**config.mk**
```make
export PLATFORM = sky130hd
export DESIGN_NAME = ahb_bus_arbiter
export DESIGN_NICKNAME = d
export VERILOG_FILES = /design/src/rtl/ahb_bus_arbiter.sv
export SDC_FILE = /design/constraint.sdc
export NUM_CORES = 1
export LEC_CHECK = 0
export BUFFER_PORTS_ARGS = -buffer_cell sky130_fd_sc_hd__buf_2
export CAP_MARGIN = 20
export CORE_MARGIN = 1
export CORE_UTILIZATION = 50
export CTS_CLUSTER_DIAMETER = 40
export DETAILED_ROUTE_END_ITERATION = 12
export PLACE_DENSITY = 0.82
export REMOVE_ABC_BUFFERS = 1
export SYNTH_ARGS = -nofsm -noshare
export SYNTH_HDL_FRONTEND = slang
export SYNTH_SLANG_ARGS = --single-unit
```
**constraint.sdc**
```tcl
create_clock -name ahb_clk_in -period 2.2 [get_ports ahb_clk_in]
set_input_delay 0.33 -clock ahb_clk_in [delete_from_list [all_inputs] [get_ports ahb_clk_in]]
set_output_delay 0.33 -clock ahb_clk_in [all_outputs]
set_load 0.01 [all_outputs]
```
**src/rtl/ahb_bus_arbiter.sv**
```systemverilog
// ----------------------------------------------------------------------------
// ahb_bus_arbiter
// Round-robin arbiter for one shared AHB slave path. It produces a one-hot
// address-phase grant and keeps ownership locked for fixed-length bursts
// and, up to a hold limit, for undefined-length INCR bursts. It also tracks
// the data-phase owner so the mux can steer write data and responses.
//
// Optional build macro: AHB_ARB_LOCK_EN (adds HMASTLOCK-style locking).
//
// Ports:
//   ahb_clk_in            in   bus clock, rising edge
//   ahb_rst_in            in   synchronous reset, active-high
//   ahb_req_in            in   per-master bus request
//   ahb_lock_in           in   per-master lock (AHB_ARB_LOCK_EN only)
//   ahb_trans_in          in   HTRANS of the currently granted master
//   ahb_burst_in          in   HBURST of the currently granted master
//   ahb_ready_in          in   HREADY from the shared slave path
//   ahb_grant_out         out  one-hot address-phase grant
//   ahb_master_out        out  index of address-phase owner (mux select)
//   ahb_master_data_out   out  index of data-phase owner
//   ahb_burst_active_out  out  high while a burst is locked to the owner
//
// State     | meaning
// ARB_IDLE  | owner may start a new transfer; grant can move
// ARB_BURST | fixed-length burst in flight; grant frozen until last beat
// ARB_INCR  | undefined-length INCR burst; grant moves on IDLE/NONSEQ or
//           | once the hold limit is reached while others are requesting
// ----------------------------------------------------------------------------
module ahb_bus_arbiter #(
    parameter int AHB_MASTER_NUM   = 4,
    parameter int AHB_MASTER_WIDTH = $clog2(AHB_MASTER_NUM),
    parameter int AHB_MAX_HOLD     = 16
) (
    input  logic                        ahb_clk_in,
    input  logic                        ahb_rst_in,
    input  logic [AHB_MASTER_NUM-1:0]   ahb_req_in,
`ifdef AHB_ARB_LOCK_EN
    input  logic [AHB_MASTER_NUM-1:0]   ahb_lock_in,
`endif
    input  logic [1:0]                  ahb_trans_in,
    input  logic [2:0]                  ahb_burst_in,
    input  logic                        ahb_ready_in,
    output logic [AHB_MASTER_NUM-1:0]   ahb_grant_out,
    output logic [AHB_MASTER_WIDTH-1:0] ahb_master_out,
    output logic [AHB_MASTER_WIDTH-1:0] ahb_master_data_out,
    output logic                        ahb_burst_active_out
);

    typedef enum logic [1:0] {
        ARB_IDLE  = 2'd0,
        ARB_BURST = 2'd1,
        ARB_INCR  = 2'd2
    } arb_state_t;

    localparam logic [1:0] TRANS_IDLE   = 2'd0;
    localparam logic [1:0] TRANS_NONSEQ = 2'd2;
    localparam logic [1:0] TRANS_SEQ    = 2'd3;

    arb_state_t                  r_state;
    logic [AHB_MASTER_NUM-1:0]   r_grant;
    logic [AHB_MASTER_WIDTH-1:0] r_master;
    logic [AHB_MASTER_WIDTH-1:0] r_master_data;
    logic [AHB_MASTER_WIDTH-1:0] r_rr_ptr;
    logic                        r_burst_active;
    logic [3:0]                  r_beat_cnt;
    logic [7:0]                  r_hold_cnt;

    arb_state_t                  w_state_nxt;
    logic [3:0]                  w_beat_nxt;
    logic [7:0]                  w_hold_nxt;
    logic                        w_rearb;
    logic                        w_start;
    logic                        w_suppress;
    logic                        w_others_req;
    logic                        w_hold_full;
    logic [AHB_MASTER_WIDTH-1:0] w_winner;
    logic [AHB_MASTER_NUM-1:0]   w_winner_onehot;

    // Round-robin search starting just after the pointer. Scanning from the
    // farthest candidate down to the nearest lets the nearest requester win
    // without a separate found flag; no requester leaves master 0.
    function automatic logic [AHB_MASTER_WIDTH-1:0] f_pick(
        input logic [AHB_MASTER_NUM-1:0]   req,
        input logic [AHB_MASTER_WIDTH-1:0] ptr
    );
        logic [AHB_MASTER_WIDTH-1:0] win;
        int                          idx;
        win = '0;
        for (int k = AHB_MASTER_NUM; k >= 1; k--) begin
            idx = (int'(ptr) + k) % AHB_MASTER_NUM;
            if (req[idx]) win = idx[AHB_MASTER_WIDTH-1:0];
        end
        return win;
    endfunction

`ifdef AHB_ARB_LOCK_EN
    // Remembers that the owner held the bus locked; re-arbitration stays
    // suppressed until the owner shows an IDLE after releasing the lock.
    logic r_lock_seen;
    logic w_owner_lock;
    assign w_owner_lock = |(ahb_lock_in & r_grant);
    assign w_suppress   = w_owner_lock | (r_lock_seen & (ahb_trans_in != TRANS_IDLE));

    always_ff @(posedge ahb_clk_in) begin
        if (ahb_rst_in) begin
            r_lock_seen <= 1'b0;
        end else if (ahb_ready_in) begin
            r_lock_seen <= w_owner_lock | (r_lock_seen & (ahb_trans_in != TRANS_IDLE));
        end
    end
`else
    assign w_suppress = 1'b0;
`endif

    assign w_winner        = f_pick(ahb_req_in, r_rr_ptr);
    assign w_winner_onehot = {{(AHB_MASTER_NUM-1){1'b0}}, 1'b1} << w_winner;
    assign w_others_req    = |(ahb_req_in & ~r_grant);
    assign w_hold_full     = (r_hold_cnt == 8'(AHB_MAX_HOLD));

    always_comb begin
        w_state_nxt = r_state;
        w_beat_nxt  = r_beat_cnt;
        w_hold_nxt  = r_hold_cnt;
        w_rearb     = 1'b0;
        w_start     = 1'b0;

        case (r_state)
            ARB_IDLE: begin
                if (ahb_trans_in == TRANS_IDLE) begin
                    w_rearb = 1'b1;
                end else if (ahb_trans_in == TRANS_NONSEQ) begin
                    w_start = 1'b1;
                end
            end
            ARB_BURST: begin
                if (ahb_trans_in == TRANS_SEQ) begin
                    w_beat_nxt = r_beat_cnt - 4'd1;
                    if (r_beat_cnt == 4'd1) begin
                        w_rearb     = 1'b1;
                        w_state_nxt = ARB_IDLE;
                    end
                end else if (ahb_trans_in == TRANS_IDLE) begin
                    // Early termination (e.g. after an ERROR response).
                    w_rearb     = 1'b1;
                    w_beat_nxt  = 4'd0;
                    w_state_nxt = ARB_IDLE;
                end else if (ahb_trans_in == TRANS_NONSEQ) begin
                    // New transfer from the owner: treat it as a fresh start.
                    w_beat_nxt  = 4'd0;
                    w_state_nxt = ARB_IDLE;
                    w_start     = 1'b1;
                end
            end
            ARB_INCR: begin
                if (w_hold_full && w_others_req && !w_suppress) begin
                    w_rearb     = 1'b1;
                    w_hold_nxt  = 8'd0;
                    w_state_nxt = ARB_IDLE;
                end else if (ahb_trans_in == TRANS_SEQ) begin
                    if (!w_hold_full) w_hold_nxt = r_hold_cnt + 8'd1;
                end else if ((ahb_trans_in == TRANS_IDLE) || (ahb_trans_in == TRANS_NONSEQ)) begin
                    w_rearb     = 1'b1;
                    w_hold_nxt  = 8'd0;
                    w_state_nxt = ARB_IDLE;
                end
            end
            default: begin
                w_state_nxt = ARB_IDLE;
            end
        endcase

        if (w_start) begin
            case (ahb_burst_in)
                3'd0: begin
                    w_rearb = 1'b1;
                end
                3'd1: begin
                    w_hold_nxt  = 8'd1;
                    w_state_nxt = ARB_INCR;
                end
                3'd2, 3'd3: begin
                    w_beat_nxt  = 4'd3;
                    w_state_nxt = ARB_BURST;
                end
                3'd4, 3'd5: begin
                    w_beat_nxt  = 4'd7;
                    w_state_nxt = ARB_BURST;
                end
                default: begin
                    w_beat_nxt  = 4'd15;
                    w_state_nxt = ARB_BURST;
                end
            endcase
        end

        if (w_suppress) w_rearb = 1'b0;
    end

    always_ff @(posedge ahb_clk_in) begin
        if (ahb_rst_in) begin
            r_state        <= ARB_IDLE;
            r_grant        <= {{(AHB_MASTER_NUM-1){1'b0}}, 1'b1};
            r_master       <= '0;
            r_master_data  <= '0;
            r_rr_ptr       <= '0;
            r_burst_active <= 1'b0;
            r_beat_cnt     <= 4'd0;
            r_hold_cnt     <= 8'd0;
        end else if (ahb_ready_in) begin
            r_state        <= w_state_nxt;
            r_beat_cnt     <= w_beat_nxt;
            r_hold_cnt     <= w_hold_nxt;
            r_master_data  <= r_master;
            r_burst_active <= (w_state_nxt != ARB_IDLE);
            if (w_rearb) begin
                r_grant  <= w_winner_onehot;
                r_master <= w_winner;
                // The pointer only advances when someone actually won.
                if (|ahb_req_in) r_rr_ptr <= w_winner;
            end
        end
    end

    assign ahb_grant_out        = r_grant;
    assign ahb_master_out       = r_master;
    assign ahb_master_data_out  = r_master_data;
    assign ahb_burst_active_out = r_burst_active;

endmodule

```
# == Word-level counts from Yosys, hierarchy flattened ==
# Index checks and enable logic that the tools add are counted.
# totals
out_inout_bits,9
inputBits,12
ff_bits,25
# op_classes
n_mux,52
eq_ne,11
shifts,1
reduce_logical,17
bitwise_logic,6
addsub,6
n_lt_le_gt_ge,4
# ops
cell,count
8-bit two-way mux,7
2-bit two-way mux,12
4-bit two-way mux,5
1-bit two-way mux,19
"3-bit by 4-bit < comparator with 1-bit output, second input constant",4
2-bit OR reduction,7
4-bit one-hot mux with 3 select lines,1
"8-bit by 1-bit adder with 8-bit output, second input constant",1
1-bit binary-select mux with 2-bit select,4
"8-bit by 5-bit == test with 1-bit output, second input constant",1
4-bit OR reduction,2
"2-bit == test, second input constant",3
"3-bit by 2-bit == test with 1-bit output, second input constant",2
"3-bit == test, second input constant",2
2-bit one-hot mux with 3 select lines,1
"2-bit by 1-bit adder with 2-bit output, second input constant",2
"2-bit adder, second input constant",2
"1-bit bitwise AND, first input constant",4
4-bit bitwise AND,1
"4-bit by 1-bit == test with 1-bit output, second input constant",1
2-bit logical NOT,2
4-bit inverter,1
2-bit one-hot mux with 2 select lines,1
"1-bit by 2-bit << shifter with 4-bit output, first input constant",1
11 further kinds,11

# == Logic depth before layout (Yosys ltp) ==
# Gate-level depths: netlist of the first run.
# depth
word_depth,11
depth_mapped,8
ltp_nobuf,7

# == Worst setup path before layout of the first run ==
# No wires, ideal clock.
# synth_path
path_kind,register -> register
startpoint,register r_hold_cnt[0]
endpoint,register r_grant[1] (netlist: ahb_grant_out[1])
path_buffers,0
required_ns,2.079
arrival_time_ns,1.705
synth_period_minus_slack_ns,1.826
path_stages_with_launch,8
path_slack_ns,0.374
path_cell_list,dfxtp_1 > inv_1 > ha_1 > and4bb_2 > nand2_1 > o21ai_2 > a32oi_4 > mux2_2
# synth_between
elab_chain_len,7
# synth_rtl
element,line,text
start: declaration,66,logic [7:0] r_hold_cnt;
start signal: assignment,212,r_hold_cnt <= w_hold_nxt;
8-bit by 5-bit == test with 1-bit output (*),118,assign w_hold_full = (r_hold_cnt == 8'(AHB_MAX_HOLD));
1-bit logical AND (*),155,if (w_hold_full && w_others_req && !w_suppress) begin
1-bit two-way mux (*),155,
1-bit one-hot mux with 3 select lines (*),127,case (r_state)
1-bit two-way mux,173,case (ahb_burst_in)
1-bit two-way mux (*),172,if (w_start) begin
2-bit AND reduction (no line) (*),--,
end signal: assignment,202,"r_grant <= {{(AHB_MASTER_NUM-1){1'b0}}, 1'b1};"
end signal: assignment,216,r_grant <= w_winner_onehot;
end: declaration,60,logic [AHB_MASTER_NUM-1:0] r_grant;
# Every way passes the cells marked *; elsewhere a longest branch is shown, timed or not.
# A chain may end at the register's enable or synchronous reset.

# == Worst setup path in the final report of the first run ==
# layout_path
startpoint,register r_hold_cnt[1]
endpoint,register r_hold_cnt[3]
# layout_between
elab_chain_len,7
word_cells_on_any_way,9
classes_between,1 x add/sub; 1 x eq/ne; 6 x mux; 1 x reduce/logical
# layout_rtl
element,line,text
8-bit by 1-bit adder with 8-bit output or 8-bit by 5-bit == test with 1-bit output (tied branches),"160, 118",
8-bit two-way mux,160,if (!w_hold_full) w_hold_nxt = r_hold_cnt + 8'd1;
8-bit two-way mux,159,end else if (ahb_trans_in == TRANS_SEQ) begin
8-bit two-way mux (*),155,
8-bit two-way mux (*),127,
8-bit two-way mux,173,
8-bit two-way mux (*),172,
# Marked as above.

==> results.yml, run 1 <==
power:
  p_leak_nw: 0.715
  power_density_mw_per_mm2: 473
  peakVddDrop_mv: 0.378
grt:
  grt_pass1_vias: 1501
  track_usage: 0.245
  grt_max_degree: 33
  overflow: 0
  antenna_found_initial: 0
  grt_pass1_wl_um: 6720
hold_path:
  hold-path-endpoint: "r_state[0]"
  hold_start: "ahb_ready_in"
  hp-class: "input port to flop"
  whs_path_depth: 2
synth:
  synth_fa_ha_area_frac: 0.0299
  async_reset_ff_frac: 0
  synthMuxAreaShare: 0.0500
  synthFlopType: "dfxtp_1"
  synth.top_cell.area_share: 0.299
  synth_compound_area_frac: 0.266
  synth_top_family_by_area: "simple AND/OR/NAND/NOR gates"
  synth-edff-count: 0
  synth_warnings: 0
  synth-xor-area-share: 0.00523
  synthCells: 216
  synth_cell_type_count: 52
  synth.area.top_cells: "dfxtp_1 30%, a21oi_1 4.5%, nor2_1 4.5%"
  synth_simple_gate_area_frac: 0.299
  yosysSeqAreaShare: 0.299
  ys_ff_latch: 25
  avgSynthCellArea_um2: 7.76
  syn-cell-area_mm2: 0.00168
  yosysTopAreaCell: "dfxtp_1"
clock_network:
  cts_max_level: 1
  root_buffer: "clkbuf_4"
  clk_latency_ns: 0.33
  clk_path_buf_depth: 2
  clkTransAtPathRegs_ns: 0.15
  clkSinkCount: 25
  cts_tree: "built"
  numCtsBuffers: 3
  ctsHoldBuffers: 0
sta:
  timing.final.crit_share: 0.890
  skew_ns: 0.00798
  fmax_ghz: 0.511
  worst_slew_pin_slew_ns: 0.516
  hold_viol: 0
  finalSetupViolations: 0
  min_period_ns: 1.96
  worst_slew_margin_rel: 0.652
  finalSetupTns_ns: 0
  grt_setup_unrepaired: "no"
  final-max-slew-violation-count: 0
floorplanning:
  die_area_mm2: 0.00359
  io_pins: 21
  start_util: 0.536
  rows: 20
  core_area_mm2: 0.00313
  fp.dieH_um: 59.9
  die_w_um: 59.9
place:
  dp_hpwl_um: 2890
  io_buffers: 20
  gp_congestion: 0.933
  placed_cell_area_mm2: 0.00181
critical_path:
  cp_max_fo: 10
  crit_type: "flop to flop"
  reg2reg_to: "r_hold_cnt[3]"
  start_kind: "flop"
  crit_chain: "inv_1, ha_1, and4bb_2, nand2_1, buf_4, o21a_2, o21ai_0, a211oi_1"
  cp_slowest_cell: "dfxtp_1"
  slowest_delay_ns: 0.37
  arrival_ns: 2.17
  r2r-start: "r_hold_cnt[1]"
  cp_num_buf_inv: 2
  cp_data_required_time_ns: 2.42
  r2r_slack_ns: 0.24
  r2r_cells: 8
  cp_top_family: "compound AO/OA/AOI/OAI gates"
  cp-end-kind: "flop"
drt:
  dr.pass1.iters: 4
  dr.first_iter.drc_count: 79
  postRouteWirelength_um: 3860
  ant_nets: 0
  drc: 0
  vias_per_cell: 6.05
  wl_per_cell_um: 14.0
  num_vias: 1671
layout:
  area_growth_pct: 10.2
  diodes: 0
  fin_nets: 249
  drive_above_1_share: 0.177
  mostFrequentLayoutCells: "25 x dfxtp_1, 20 x nor2_1, 20 x buf_2, 15 x a21oi_1, 15 x nand2_1"
  final_common_cell: "dfxtp_1"
  fin_area_mm2: 0.00185
  fillers: 302
flow_run:
  maxCapViolations: 0
status:
  outcome: "completed"
[where the power goes]
group	internal (W)	switching, W	leakage, nW
Combinational	0.0000697	0.0000956	0.493
Sequential	0.000468	0.0000159	0.203
Clock	0.0000741	0.000149	0.0183
[per-layer routing]
layer,vias up,GRT usage,routed length [µm]
li1,826,-,-
met1,765,0.321,1700
met2,71,0.414,1860
met3,9,0.0519,251
met4,0,0.0498,54
met5,-,0,0
[metrics by stage]
| stage | hold slack [ns] | instances | total power (W) | utilization | setup slack [ns] |
|---|---|---|---|---|---|
| 2_1_floorplan | 0.399 | 203 | 0.000588 | - | 0.197 |
| 6_report | 0.383 | 276 | 0.000873 | 0.590 | 0.243 |
| 3_5_place_dp | 0.480 | 272 | 0.000657 | 0.580 | 0.295 |
| 3_3_place_gp | 0.467 | 272 | 0.000654 | 0.580 | 0.363 |
| 5_1_grt | 0.366 | 276 | 0.000929 | 0.590 | 0.0508 |
| 4_1_cts | 0.378 | 276 | 0.000878 | 0.590 | 0.230 |
[worst max path at each step]
| stage | start | end | slack (ns) | cells past startpoint |
|---|---|---|---|---|
| after global placement | r_hold_cnt[0] | r_rr_ptr[0] | 0.36 | 8 |
| after global routing | r_hold_cnt[1] | r_hold_cnt[3] | 0.05 | 8 |
| final | r_hold_cnt[1] | r_hold_cnt[3] | 0.24 | 8 |
| after floorplan | r_hold_cnt[0] | ahb_grant_out[1] | 0.20 | 7 |
| after CTS | r_hold_cnt[1] | r_hold_cnt[3] | 0.23 | 8 |
| after detailed placement | r_hold_cnt[1] | r_hold_cnt[3] | 0.29 | 8 |
[synth_stat cells, drive strengths merged (4+ instances only)]
cell	number
dfxtp	25
nor2	20
a21oi	15
nand2	15
o21ai	14
nand3	12
clkbuf	11
nand2b	11
inv	8
nor2b	6
nor3	6
a211oi	5
mux2i	5
and3	4
ha	4
o22ai	4
o31ai	4
[repair_timing]
item,in CTS,in global routing
setup endpoints to repair,0,2
resized for setup,0,1
buffers inserted,0,0
[kinds of logic after synthesis]
kind of cell               count (synthesis)
buffers and inverters                     21
xor gates and xnor gates                   1
AOI/OAI and AO/OA                         64
adders and majority gates                  4
DFF                                       25
muxes                                      8
and+or+nand+nor                           93
[flip-flops by register name, summed over array words and instances (netlist names)]
signal and count:
r_hold_cnt 8, ahb_grant_out 4, r_beat_cnt 4, ahb_master_data_out 2, ahb_master_out 2, r_rr_ptr 2
r_state 2, ahb_burst_active_out 1
[cell type report]
type | count | area (µm²) | area share
clock buffers | 3 | 22.5 | 0.0122
clock inverters | 1 | 8.76 | 0.00475
multi-input cells | 170 | 1090 | 0.591
repair buffers | 25 | 138 | 0.0746
well taps | 44 | 55.1 | 0.0298
flip-flops and latches | 25 | 500 | 0.271
inverters | 8 | 30.0 | 0.0163
No activity file was read; power rests on OpenSTA's default activity.
==> run 2: changes to the inputs <==
Settings changed: GPL_TIMING_DRIVEN set to 0.
==> run 2 against run 1 <==
  * Sequential power is essentially flat
  * Fmax shrank 6.9%
  * Highest routed layer unchanged
  * Die area is the same
  * First-iteration DRC count grew 20%
  * Core utilization shrank 0.48 points
  * Clock skew shrank 0.0033 ns
  * Sequential cell count is the same
==> results.yml, run 2 (synthesis results as in run 1) <==
floorplanning:
  core_area_mm2: 0.00313
  die_w_um: 59.9
  rows: 20
  die_area_mm2: 0.00359
  io_pins: 21
  fp.dieH_um: 59.9
  start_util: 0.536
sta:
  min_period_ns: 2.10
  skew_ns: 0.00465
  finalSetupViolations: 0
  finalSetupTns_ns: 0
  worst_slew_pin_slew_ns: 0.524
  final-max-slew-violation-count: 0
  grt_setup_unrepaired: "no"
  worst_slew_margin_rel: 0.647
  fmax_ghz: 0.476
  timing.final.crit_share: 0.956
  hold_viol: 0
clock_network:
  numCtsBuffers: 3
  cts_max_level: 1
  ctsHoldBuffers: 0
  clkSinkCount: 25
  cts_tree: "built"
  clk_latency_ns: 0.33
  clkTransAtPathRegs_ns: 0.15
  root_buffer: "clkbuf_4"
  clk_path_buf_depth: 2
layout:
  fillers: 307
  fin_nets: 246
  multi_input_area_mm2: 0.00110
  largest_register: "r_hold_cnt"
  diodes: 0
  regArea_um2: 502
  drive_above_1_share: 0.170
  mostFrequentLayoutCells: "24 x dfxtp_1, 20 x nor2_1, 20 x buf_2, 15 x a21oi_1, 14 x nand2_1"
  fin_area_mm2: 0.00183
  final_common_cell: "dfxtp_1"
  largest_reg_flops: 8
  area_growth_pct: 9.26
power:
  power_density_mw_per_mm2: 479
  clkPwrFrac: 0.263
  seq_power_share: 0.551
  sw_frac_of_total: 0.305
  combPwrFrac: 0.185
  p_leak_nw: 0.701
  intPower_w: 0.000610
  peakVddDrop_mv: 0.517
  p_sw_w: 0.000268
critical_path:
  r2r_slack_ns: 0.1
  worst-path-stages: 7
  crit_chain: "inv_1, ha_1, and4bb_2, nand2_4, o21ai_2, a32oi_4, mux2_2"
  cp_max_fo: 11
  arrival_ns: 2.35
  cp_slowest_cell: "dfxtp_1"
  start_kind: "flop"
  slowest_delay_ns: 0.42
  r2r_cells: 7
  cp_num_buf_inv: 1
  crit_type: "flop to flop"
  reg2reg_to: "ahb_grant_out[3]"
  cp_top_family: "compound AO/OA/AOI/OAI gates"
  cp_data_required_time_ns: 2.45
  cp-end-kind: "flop"
  r2r-start: "r_hold_cnt[0]"
drt:
  wl_per_cell_um: 13.9
  vias_per_cell: 6.04
  ant_nets: 0
  dr.pass1.iters: 4
  postRouteWirelength_um: 3790
  dr.first_iter.drc_count: 95
  num_vias: 1650
  drc: 0
grt:
  grt_max_degree: 33
  antenna_found_initial: 0
  grt_pass1_vias: 1470
  top_usage_layer: "met2"
  grt_pass1_wl_um: 6420
  gr-usage-met2: 0.392
  use_met3: 0.0455
  overflow: 0
  track_usage: 0.233
  gr-usage-met1: 0.307
flow_run:
  maxCapViolations: 0
place:
  dp_hpwl_um: 2670
  io_buffers: 20
  gp_congestion: 0.846
  placed_cell_area_mm2: 0.00178
status:
  outcome: "completed"
hold_path:
  hp-class: "input port to flop"
  hold-path-endpoint: "r_beat_cnt[2]"
  whs_path_depth: 5
  hold_start: "ahb_burst_in[2]"
-- run 2: final cells by class --
cell class	count	area share
sequential	25	0.274
inverter	8	0.0164
clock inverter	1	0.00478
multi-input combinational	170	0.599
timing repair buffer	22	0.0629
tap	44	0.0301
clock buffer	3	0.0123
-- run 2: timing repair --
action                                  4_1_cts  5_1_grt
resized for setup                             1        2
setup buffers                                 0        2
gates cloned                                  0        0
endpoints found under the setup margin        3        3
pin swaps                                     0        1
-- run 2: per-layer routing --
layer,up-vias,share of wire,wire length (µm)
li1,822,-,-
met1,786,0.47,1780
met2,38,0.48,1810
met3,4,0.043,162
met4,0,0.0087,33
met5,-,0,0
-- run 2: worst max path at each step --
stage	end	slack, ns	start
after floorplan	ahb_grant_out[1]	0.20	r_hold_cnt[0]
after global placement	ahb_master_out[0]	-0.05	r_hold_cnt[0]
after detailed placement	ahb_grant_out[3]	-0.09	r_hold_cnt[0]
after CTS	ahb_grant_out[3]	0.03	r_hold_cnt[1]
after global routing	ahb_master_out[0]	0.01	r_hold_cnt[0]
final	ahb_grant_out[3]	0.1	r_hold_cnt[0]
-- run 2: power by group through the flow --
stage	clock (W)	sequential [W]	combinational (W)
global route	0.000253	0.000487	0.000181
detailed placement	0	0.000493	0.000158
global placement	0	0.000493	0.000155
floorplan	0	0.000493	0.0000946
CTS	0.000237	0.000483	0.000159
finish	0.000231	0.000484	0.000163
-- run 2: worst reg2reg max path, stage by stage, from the launching register on --
cell and delay [ns]:
dfxtp_1 0.42, inv_1 0.08, ha_1 0.21, and4bb_2 0.26, nand2_4 0.13, o21ai_2 0.13
a32oi_4 0.41, mux2_2 0.38
-- run 2: stage by stage --
| stage | worst slack [ns] | total power (W) | instances | hold WS [ns] | utilization |
|---|---|---|---|---|---|
| 3_3_place_gp | -0.0545 | 0.000647 | 267 | 0.470 | 0.568 |
| 2_1_floorplan | 0.197 | 0.000588 | 203 | 0.399 | - |
| 6_report | 0.0979 | 0.000878 | 273 | 0.405 | 0.585 |
| 4_1_cts | 0.0270 | 0.000880 | 271 | 0.403 | 0.578 |
| 3_5_place_dp | -0.0893 | 0.000651 | 267 | 0.483 | 0.568 |
| 5_1_grt | 0.0150 | 0.000921 | 273 | 0.452 | 0.585 |
